<file path="src/rtl/toggle_event_receiver_if.sv">
// Event link bundle between a toggle initiator/consumer pair and the receiver.
// The master drives the toggle line and consumer controls; the slave is the receiver.
interface toggle_event_receiver_if #(
    parameter int CNT_W = 8
);
    logic             T_in;
    logic             take;
    logic             clear_count;
    logic             event_pulse;
    logic             pending;
    logic             ack_toggle;
    logic             overrun;
    logic [CNT_W-1:0] event_count;

    modport master (
        output T_in, take, clear_count,
        input  event_pulse, pending, ack_toggle, overrun, event_count
    );

    modport slave (
        input  T_in, take, clear_count,
        output event_pulse, pending, ack_toggle, overrun, event_count
    );
endinterface

</file>
<file path="src/rtl/toggle_event_receiver.sv">
// Receiver for a 2-phase toggle event link: synchronises T_in, recovers one pulse per
// flip, holds it until taken, toggles an acknowledge back, counts events, flags overruns.
//
// state | meaning
// IDLE  | no event waiting (pending=0)
// HELD  | one event waiting for take (pending=1)
module toggle_event_receiver #(
    parameter int SYNC_STAGES = 2,
    parameter int CNT_W       = 8
) (
    input  logic                    clk,
    input  logic                    reset_sync,
    toggle_event_receiver_if.slave  ev
);
    typedef enum logic {IDLE = 1'b0, HELD = 1'b1} state_t;

    localparam logic [CNT_W-1:0] CNT_MAX = '1;

    state_t                 state_q, state_d;
    logic [SYNC_STAGES-1:0] sync_q, sync_d;
    logic                   prev_q, prev_d;
    logic                   event_pulse_q, event_pulse_d;
    logic                   ack_toggle_q, ack_toggle_d;
    logic                   overrun_q, overrun_d;
    logic [CNT_W-1:0]       event_count_q, event_count_d;
    logic                   edge_det;
    logic                   accept;
    logic                   lost;
    logic [CNT_W-1:0]       count_base;

    assign edge_det = sync_q[SYNC_STAGES-1] ^ prev_q;

    always_ff @(posedge clk) begin
        if (reset_sync) begin
            state_q       <= IDLE;
            sync_q        <= '0;
            prev_q        <= 1'b0;
            event_pulse_q <= 1'b0;
            ack_toggle_q  <= 1'b0;
            overrun_q     <= 1'b0;
            event_count_q <= '0;
        end else begin
            state_q       <= state_d;
            sync_q        <= sync_d;
            prev_q        <= prev_d;
            event_pulse_q <= event_pulse_d;
            ack_toggle_q  <= ack_toggle_d;
            overrun_q     <= overrun_d;
            event_count_q <= event_count_d;
        end
    end

    always_comb begin
        state_d = state_q;
        case (state_q)
            IDLE:    if (edge_det) state_d = HELD;
            HELD:    if (ev.take && !edge_det) state_d = IDLE;
            default: state_d = IDLE;
        endcase
    end

    always_comb begin
        accept = (state_q == HELD) && ev.take;
        lost   = (state_q == HELD) && edge_det && !ev.take;

        sync_d        = {sync_q[SYNC_STAGES-2:0], ev.T_in};
        prev_d        = sync_q[SYNC_STAGES-1];
        event_pulse_d = edge_det;
        ack_toggle_d  = ack_toggle_q ^ accept;

        // An overrun in the same cycle as a clear must still be recorded.
        if (lost)
            overrun_d = 1'b1;
        else if (ev.clear_count)
            overrun_d = 1'b0;
        else
            overrun_d = overrun_q;

        count_base    = ev.clear_count ? '0 : event_count_q;
        event_count_d = count_base;
        if (edge_det && (count_base != CNT_MAX))
            event_count_d = count_base + 1'b1;
    end

    assign ev.event_pulse = event_pulse_q;
    assign ev.pending     = (state_q == HELD);
    assign ev.ack_toggle  = ack_toggle_q;
    assign ev.overrun     = overrun_q;
    assign ev.event_count = event_count_q;
endmodule

</file>
<file path="src/flat_wrapper.sv">
// flat-port wrapper written by rule: the top's interface ports become plain ports
module toggle_event_receiver_flat 
#(
    parameter int SYNC_STAGES = 2,
    parameter int CNT_W       = 8
)
  (clk, reset_sync, ev_T_in, ev_take, ev_clear_count, ev_event_pulse, ev_pending, ev_ack_toggle, ev_overrun, ev_event_count);
  toggle_event_receiver_if #(.CNT_W(CNT_W)) ev_i ();
  input  logic clk;
  input  logic reset_sync;
  input wire logic [$bits(ev_i.T_in)-1:0] ev_T_in;
  input wire logic [$bits(ev_i.take)-1:0] ev_take;
  input wire logic [$bits(ev_i.clear_count)-1:0] ev_clear_count;
  output wire logic [$bits(ev_i.event_pulse)-1:0] ev_event_pulse;
  output wire logic [$bits(ev_i.pending)-1:0] ev_pending;
  output wire logic [$bits(ev_i.ack_toggle)-1:0] ev_ack_toggle;
  output wire logic [$bits(ev_i.overrun)-1:0] ev_overrun;
  output wire logic [$bits(ev_i.event_count)-1:0] ev_event_count;
  assign ev_i.T_in = ev_T_in;
  assign ev_i.take = ev_take;
  assign ev_i.clear_count = ev_clear_count;
  assign ev_event_pulse = ev_i.event_pulse;
  assign ev_pending = ev_i.pending;
  assign ev_ack_toggle = ev_i.ack_toggle;
  assign ev_overrun = ev_i.overrun;
  assign ev_event_count = ev_i.event_count;
  toggle_event_receiver #(.SYNC_STAGES(SYNC_STAGES), .CNT_W(CNT_W)) u_core (.clk(clk), .reset_sync(reset_sync), .ev(ev_i));
endmodule
</file>
<file path="config.mk">
export PLATFORM = sky130hd
export DESIGN_NAME = toggle_event_receiver_flat
export DESIGN_NICKNAME = d
export VERILOG_FILES = /design/src/rtl/toggle_event_receiver_if.sv /design/src/rtl/toggle_event_receiver.sv /design/src/flat_wrapper.sv
export SDC_FILE = /design/constraint.sdc
export NUM_CORES = 1
export LEC_CHECK = 0
export CELL_PAD_IN_SITES_DETAIL_PLACEMENT = 1
export CELL_PAD_IN_SITES_GLOBAL_PLACEMENT = 1
export CORE_MARGIN = 4
export CORE_UTILIZATION = 36
export CTS_CLUSTER_DIAMETER = 40
export DETAILED_ROUTE_END_ITERATION = 10
export PLACE_DENSITY_LB_ADDON = 0.1
export SETUP_SLACK_MARGIN = 0.15
export SYNTH_ARGS = -nofsm -noshare
export SYNTH_HDL_FRONTEND = slang
export SYNTH_SLANG_ARGS = --single-unit
export TNS_END_PERCENT = 100
</file>
<file path="constraint.sdc">
create_clock -name clk -period 2.52 [get_ports clk]
set_input_delay 0.504 -clock clk [delete_from_list [all_inputs] [get_ports clk]]
set_output_delay 0.504 -clock clk [all_outputs]
set_load 0.05 [all_outputs]
</file>
==> Yosys cells after proc, flatten, opt, wreduce, memory -nomap -nowiden <==
Index checks and enable logic that the tools add are counted.
{ "word_totals": {"reg_bits": 15, "output_inout_bits": 12, "word_cells": 27} }
{ "op_classes": {"n_addsub": 1, "n_eq_ne": 1, "muxes": 7, "n_bitwise": 3, "reduce_logical": 8} }
{ "op_table": {"columns": ["op", "count"], "rows": [
  ["8-bit 2-to-1 mux", 2],
  ["8-bit by 1-bit adder with 8-bit output, second input constant", 1],
  ["8-bit inequality test, second input constant", 1],
  ["1-bit logical AND", 5],
  ["1-bit 2-to-1 mux", 4],
  ["1-bit zero test", 2],
  ["1-bit case mux with 2 select lines", 1],
  ["2-bit nonzero test", 1],
  ["1-bit bitwise XOR", 2],
  ["1-bit inverter", 1]
]} }

==> Depth between registers and ports, before layout <==
Gate-level depths: netlist of run 1.
{ "logic_depth": {"ltp_word": 5, "mapped_depth": 4, "depth_no_buf": 4} }

==> Worst setup path before layout of run 1 <==
Ideal clock, no wire load.
{ "synth_timing": {"kind": "flip-flop to flip-flop", "from": "register u_core.event_count_q[4], in the netlist u_core.ev.event_count[4]", "to": "register u_core.event_count_q[1], in the netlist u_core.ev.event_count[1]", "setup_ps": 103, "arrival_time_ps": 1578, "slack_ps": 838, "path_stages_with_launch": 5, "period_less_slack_ps": 1682, "path_cell_list": "dfxtp_1 and4b_1 and3_1 nand2_1 a2111oi_2"} }
{ "synth_via": {"elab_chain_len": 4} }
{ "synth_lines": {"columns": ["element", "line", "text"], "rows": [
  ["start, declared", "toggle_event_receiver.sv:25", "logic [CNT_W-1:0] event_count_q, event_count_d;"],
  ["start signal, assigned", "toggle_event_receiver.sv:49", "event_count_q <= event_count_d;"],
  ["8-bit 2-to-1 mux", "toggle_event_receiver.sv:79", "count_base = ev.clear_count ? '0 : event_count_q;"],
  ["8-bit inequality test", "toggle_event_receiver.sv:81", "if (edge_det && (count_base != CNT_MAX))"],
  ["1-bit logical AND", "toggle_event_receiver.sv:81", null],
  ["8-bit 2-to-1 mux", "toggle_event_receiver.sv:81", null]
]} }
Every way passes these cells.
A chain may end at the register's enable or synchronous reset.

==> Worst setup path in the final report of run 1 <==
{ "layout_timing": {"from": "register u_core.event_count_q[7], in the netlist u_core.ev.event_count[7]", "to": "output ev_event_count[7]"} }
{ "layout_lines": {"columns": ["element", "line", "text"], "rows": [
  ["end, declared", "flat_wrapper.sv:18", "output wire logic [$bits(ev_i.event_count)-1:0] ev_event_count;"]
]} }
No word-level cell between the ends.

==> run_results.csv, run 1 <==
group,metric,value,unit
run_status,status,"completed",
finish,regArea,300,um^2
power_and_ir_drop,p_leak,0.294,nW
cts,clk_latency,270,ps
die,fp.dieH,49.1,um
route,postRouteAntennaNets,0,
yosys,synthFlopType,"dfxtp_1",
timing,setup_violations,0,
power_and_ir_drop,totalPowerFinal,0.000423,W
global_route,use_met3,3.98,%
place,place.gp.congestion,0.761,
global_route,grt_util_met2,19.9,%
yosys,syn_inst,62,
setup_path,crit_slowest_cell,"clkdlybuf4s50_1",
cts,htree_levels,1,
yosys,yosys_warnings,0,
timing,setup_tns,0,ps
setup_path,worstSetupStartpoint,"u_core.ev.event_count[7]",
cts,cts_root_buffer,"clkbuf_4",
route,vias_per_cell,5.43,
cts,clock_path_buffers,2,
die,core,1560,um^2
setup_path,crit_chain,"clkdlybuf4s50_1",
finish,final_nets,87,
yosys,synth_area_per_cell,9.83,um^2
finish,syn_to_final_growth,33.5,%
timing,setup_slack,467,ps
cts,hold_buffers,0,
yosys,ys_ff_latch,15,
timing,hold_violations,0,
place,placed_area,786,um^2
power_and_ir_drop,ir_drop,0.362,mV
setup_path,start_kind,"register",
finish,n_antenna_cell,0,
finish,fillCellCount,202,
timing,relSlewSlack,65.9,%
setup_path,critPathBufInv,1,
yosys,async_flop_share,0,%
route,wire_per_inst,14.3,um
die,row_count,14,
die,dieArea,2410,um^2
cts,cts.sinks,15,
finish,final_area,813,um^2
cts,cts_resized,0,
power_and_ir_drop,p_int,0.000318,W
min_path,hp-class,"reg -> reg",
yosys,yosysUniqueCellTypes,28,
power_and_ir_drop,p_clk_share,31.6,%
finish,drive_gt1_share,9.88,%
yosys,ys_seq_area_share,49.3,%
die,die_w,49.1,um
setup_path,path_max_fanout,6,
timing,slew_violations,0,
global_route,grt_overflow,0,
yosys,syn_area,609,um^2
cts,cts_buffers,3,
timing,tightest_slew,510,ps
global_route,globalRouteMet1Util,15.3,%
setup_path,critPathTopFamily,"buffers and inverters",
die,start_util,39.1,%
power_and_ir_drop,power.share.switching,24.8,%
route,firstDrtPassIters,2,
route,route.detailed.drc,0,
timing,fin_crit,2050,ps
yosys,syn_nets,67,
min_path,holdCritStartpoint,"u_core.sync_q[0]",
global_route,grt_pass1_wl,2350,um
cts,cts_tree,"done",
finish,multiInputGateArea,302,um^2
global_route,top_usage_layer,"met2",
timing,rsz0062_at_grt,"false",
setup_path,required,2020,ps
route,num_vias,527,
setup_path,max_stage_delay,850,ps
timing,skew,2.33,ps
timing,min_period_over_period,81.5,%
setup_path,rr_startpoint,"u_core.ev.event_count[4]",
route,routed_wl,1390,um
global_route,grt_antenna_before_repair,0,
power_and_ir_drop,pwr-share-comb,10.1,%
die,ioPinCount,17,
global_route,grt_usage,12.2,%
power_and_ir_drop,p_switching,0.000105,W
cts,post_cts_buffers,0,
timing,max_freq,0.487,GHz
power_and_ir_drop,p_seq_share,58.3,%
setup_path,worst-setup-path-type,"reg -> out",
yosys,synth_edf_count,0,
setup_path,crit_arrival,1550,ps
power_and_ir_drop,power_density,520,nW/um^2
global_route,grt_max_degree,14,
place,io_buffer_count,16,
run,drv_cap,0,
global_route,first_global_vias,503,
cts,path_clk_slew,90,ps
place,place_ws,338,ps
setup_path,cp-end-kind,"output pin",
route,drtIter0Drc,3,
place,hpwl,1100,um
==> layer usage <==
| layer | vias up | part of all wire, % |
|---|---|---|
| met5 | - | 0 |
| met3 | 2 | 4.8 |
| li1 | 262 | - |
| met4 | 0 | 1.0 |
| met2 | 12 | 47 |
| met1 | 251 | 47 |
==> final cells by class <==
| class | instances | share of cell area, % |
|---|---|---|
| tap | 16 | 2.46 |
| sequential | 15 | 36.9 |
| multi-input combinational | 45 | 37.1 |
| timing repair buffer | 16 | 19.7 |
| clock inverter | 1 | 0.615 |
| inverter | 1 | 0.462 |
| clock buffer | 3 | 2.77 |
==> power groups by stage <==
stage | logic [W] | clock network [W] | registers, W
6_report | 0.0000427 | 0.000134 | 0.000246
5_1_grt | 0.0000457 | 0.000157 | 0.000248
4_1_cts | 0.0000433 | 0.000138 | 0.000247
3_5_place_dp | 0.0000431 | 0 | 0.000252
3_3_place_gp | 0.0000426 | 0 | 0.000252
2_1_floorplan | 0.0000132 | 0 | 0.000264
==> cell usage in the layout, fill, tap and decap left out <==
cell type	instances
inv_1	1
a21bo_1	1
and3_1	3
and2_1	1
xor2_2	1
nand3_2	1
xor2_1	1
nand3_1	1
o2bb2ai_1	1
a311oi_1	2
nand2_1	7
a21oi_1	6
dfxtp_1	15
or3_1	1
o221a_2	1
clkdlybuf4s50_1	16
nor2_1	3
and4b_1	2
nor3_1	1
clkbuf_4	3
clkinv_2	1
and3b_1	1
xnor2_1	1
a21boi_1	1
nand2b_1	1
a31oi_1	1
nor2b_1	4
nand3b_1	1
a2111oi_2	1
o21ai_0	1
==> through the flow <==
stage / util, % / std cells / hold WS [ps]
global route: 52.2 / 97 / 471
floorplan: - / 62 / 414
finish: 52.2 / 97 / 451
global placement: 50.4 / 93 / 420
CTS: 52.2 / 97 / 456
detailed placement: 50.4 / 93 / 430
==> cells by family (layout without fill, tap and decap cells) <==
group / count (synthesis) / in the layout / synth area share [%]
flip-flops: 15 / 15 / 49.3
XOR/XNOR: 3 / 3 / 5.55
AO/OA/AOI/OAI: 15 / 15 / 18.3
buffers and inverters: 2 / 21 / 1.23
AND/OR/NAND/NOR: 27 / 27 / 25.7
==> synth_stat cells (all sizes together) (2+ instances only) <==
cell type	number	area [um^2]
a21oi	6	30.0
a311oi	2	17.5
and3	3	18.8
and4b	2	20.0
dfxtp	15	300
nand2	7	26.3
nand3	2	15.0
nor2	3	11.3
nor2b	4	25.0
xor2	2	25.0
==> flip-flops by register name, indices dropped and copies added (netlist names) <==
name and count:
u_core.ev.ack_toggle 1, u_core.ev.event_count 8, u_core.ev.event_pulse 1, u_core.ev.overrun 1, u_core.ev.pending 1, u_core.prev_q 1
u_core.sync_q 2
==> path summary, 6_finish.rpt <==
path,end,slack (ps),cells past startpoint
setup reg to reg,u_core.ev.event_count[1],1050,4
hold / removal,u_core.sync_q[1],450,1
setup / recovery,ev_event_count[7],470,1
hold reg to reg,u_core.sync_q[1],450,1
Power figures use the tool's default switching activity.
==> inputs of run 2 (changes only) <==
--- a/config.mk
+++ b/config.mk
@@ -8,7 +8,7 @@
 export CELL_PAD_IN_SITES_DETAIL_PLACEMENT = 1
 export CELL_PAD_IN_SITES_GLOBAL_PLACEMENT = 1
 export CORE_MARGIN = 4
-export CORE_UTILIZATION = 36
+export CORE_UTILIZATION = 33
 export CTS_CLUSTER_DIAMETER = 40
 export DETAILED_ROUTE_END_ITERATION = 10
 export PLACE_DENSITY_LB_ADDON = 0.1
==> constraint.sdc (replaced) <==
create_clock -name clk -period 2.1 [get_ports clk]
set_input_delay 0.42 -clock clk [delete_from_list [all_inputs] [get_ports clk]]
set_output_delay 0.42 -clock clk [all_outputs]
set_load 0.05 [all_outputs]
==> run_results.csv, run 2 (synthesis results as in run 1) <==
group,metric,value,unit
route,vias_per_cell,4.82,
setup_path,max_stage_delay,830,ps
finish,drive_gt1_share,12.0,%
cts,clk_latency,290,ps
timing,hold_violations,0,
setup_path,reg2reg_to,"u_core.ev.event_count[5]",
run_status,status,"completed",
global_route,grt_antenna_before_repair,0,
timing,setup_violations,0,
place,hpwl,1070,um
setup_path,required,1680,ps
setup_path,r2r_slack,650,ps
place,place.gp.congestion,0.697,
cts,cts_buffers,3,
timing,tightest_slew,518,ps
global_route,grt_pass1_wl,2370,um
setup_path,crit_slowest_cell,"clkdlybuf4s50_1",
setup_path,rr_startpoint,"u_core.sync_q[1]",
finish,final_nets,89,
power_and_ir_drop,power_density,616,nW/um^2
setup_path,critPathBufInv,1,
cts,clock_path_buffers,2,
cts,cts.sinks,15,
timing,setup_slack,184,ps
timing,skew,1.30,ps
route,met1Wirelength,687,um
global_route,first_global_vias,517,
global_route,grt_overflow,0,
route,num_vias,521,
timing,setup_tns,0,ps
global_route,grt_usage,12.2,%
timing,fin_crit,1920,ps
die,row_count,15,
finish,final_common_cell,"dfxtp_1",
place,place_ws,146,ps
route,firstDrtPassIters,4,
setup_path,critPathTopFamily,"buffers and inverters",
min_path,holdPathStages,1,
die,core,1750,um^2
finish,final_cells,108,
route,route.met3.wl,75,um
finish,fin_util,48.2,%
die,ioPinCount,17,
die,dieArea,2600,um^2
min_path,hp-class,"reg -> reg",
route,routed.top_layer,"met3",
setup_path,rr_worst_depth,4,
route,drtIter0Drc,6,
setup_path,cp-end-kind,"output pin",
setup_path,worst-setup-path-type,"reg -> out",
setup_path,start_kind,"register",
die,start_util,34.9,%
cts,cts_root_buffer,"clkbuf_4",
route,postRouteAntennaNets,0,
cts,path_clk_slew,90,ps
cts,cts_tree,"done",
place,io_buffer_count,16,
run,drv_cap,0,
timing,relSlewSlack,65.4,%
global_route,grt_max_degree,10,
timing,min_period_over_period,91.3,%
route,met2_length,680,um
timing,slew_violations,0,
die,die_w,51.0,um
place,dp_cells,104,
timing,max_freq,0.522,GHz
finish,largest_reg_flops,8,
min_path,hold_end,"u_core.sync_q[1]",
timing,rsz0062_at_grt,"false",
finish,final_cell_mix,"15 x dfxtp_1, 9 x clkdlybuf4s50_1, 7 x nand2_1, 6 x a21oi_1",
route,wire_per_inst,13.4,um
finish,syn_to_final_growth,38.2,%
setup_path,path_max_fanout,3,
power_and_ir_drop,p_leak,0.379,nW
setup_path,worstSetupStartpoint,"u_core.ev.event_count[6]",
power_and_ir_drop,ir_drop,0.377,mV
finish,n_antenna_cell,0,
route,routed_wl,1440,um
die,fp.dieH,51.0,um
min_path,holdCritStartpoint,"u_core.sync_q[0]",
setup_path,crit_arrival,1500,ps
setup_path,crit_chain,"clkdlybuf4s50_1",
route,route.detailed.drc,0,
cts,htree_levels,1,
run 2: cell types whose count changed in the layout (fill, tap and decap cells not counted), sizes merged:
| cell | previous run | this run |
|---|---|---|
| clkdlybuf4s50 | 16 | 9 |
| buf | 0 | 2 |
| dlygate4sd2 | 0 | 4 |
| dlymetal6s2s | 0 | 3 |
run 2: area by class of cell:
class	instances	area (um^2)
Clock inverter	1	5.00
Multi-Input combinational cell	45	302
Sequential cell	15	300
Tap cell	25	31.3
Timing Repair Buffer	18	178
Clock buffer	3	22.5
Inverter	1	3.75
Fill cell	202	903
run 2: routing by layer:
layer	vias to the layer above	track usage, %
met5	-	0
met2	11	18.9
met3	0	4.37
li1	267	-
met1	243	14.9
met4	0	5.38
run 2: worst max path at each step:
stage | end | slack, ps | depth (start not counted)
CTS | ev_event_count[2] | 160 | 1
detailed placement | u_core.ev.event_count[1] | 150 | 5
global placement | u_core.ev.event_count[0] | 180 | 5
global route | ev_event_count[6] | 140 | 1
floorplan | u_core.ev.event_count[1] | 420 | 4
finish | ev_event_count[6] | 180 | 1
run 2: report_power, final:
group          internal [W]  switching, W  total [W]
clock network     0.0000708     0.0000986   0.000169
logic             0.0000219     0.0000318  0.0000537
registers          0.000291    0.00000500   0.000296
run 2: through the flow:
step	cell area [um^2]	power, W	hold slack, ps
finish	842	0.000519	446
global route	842	0.000546	460
CTS	835	0.000527	453
detailed placement	812	0.000358	429
global placement	812	0.000357	423
floorplan	609	0.000332	414
run 2: what timing repair did:
action,4_1_cts,5_1_grt
hold buffers,0,0
resized for setup,4,3
setup endpoints to repair,4,3
setup buffers,0,0
gates cloned,0,0
==> inputs of run 3 (changes only) <==
--- a/config.mk
+++ b/config.mk
@@ -10,6 +10,7 @@
 export CORE_MARGIN = 4
 export CORE_UTILIZATION = 33
 export CTS_CLUSTER_DIAMETER = 40
+export CTS_CLUSTER_SIZE = 14
 export DETAILED_ROUTE_END_ITERATION = 10
 export PLACE_DENSITY_LB_ADDON = 0.1
 export SETUP_SLACK_MARGIN = 0.15
==> results of run 3 <==
No change in the layout: final DEF, timing and power equal those of run 2.
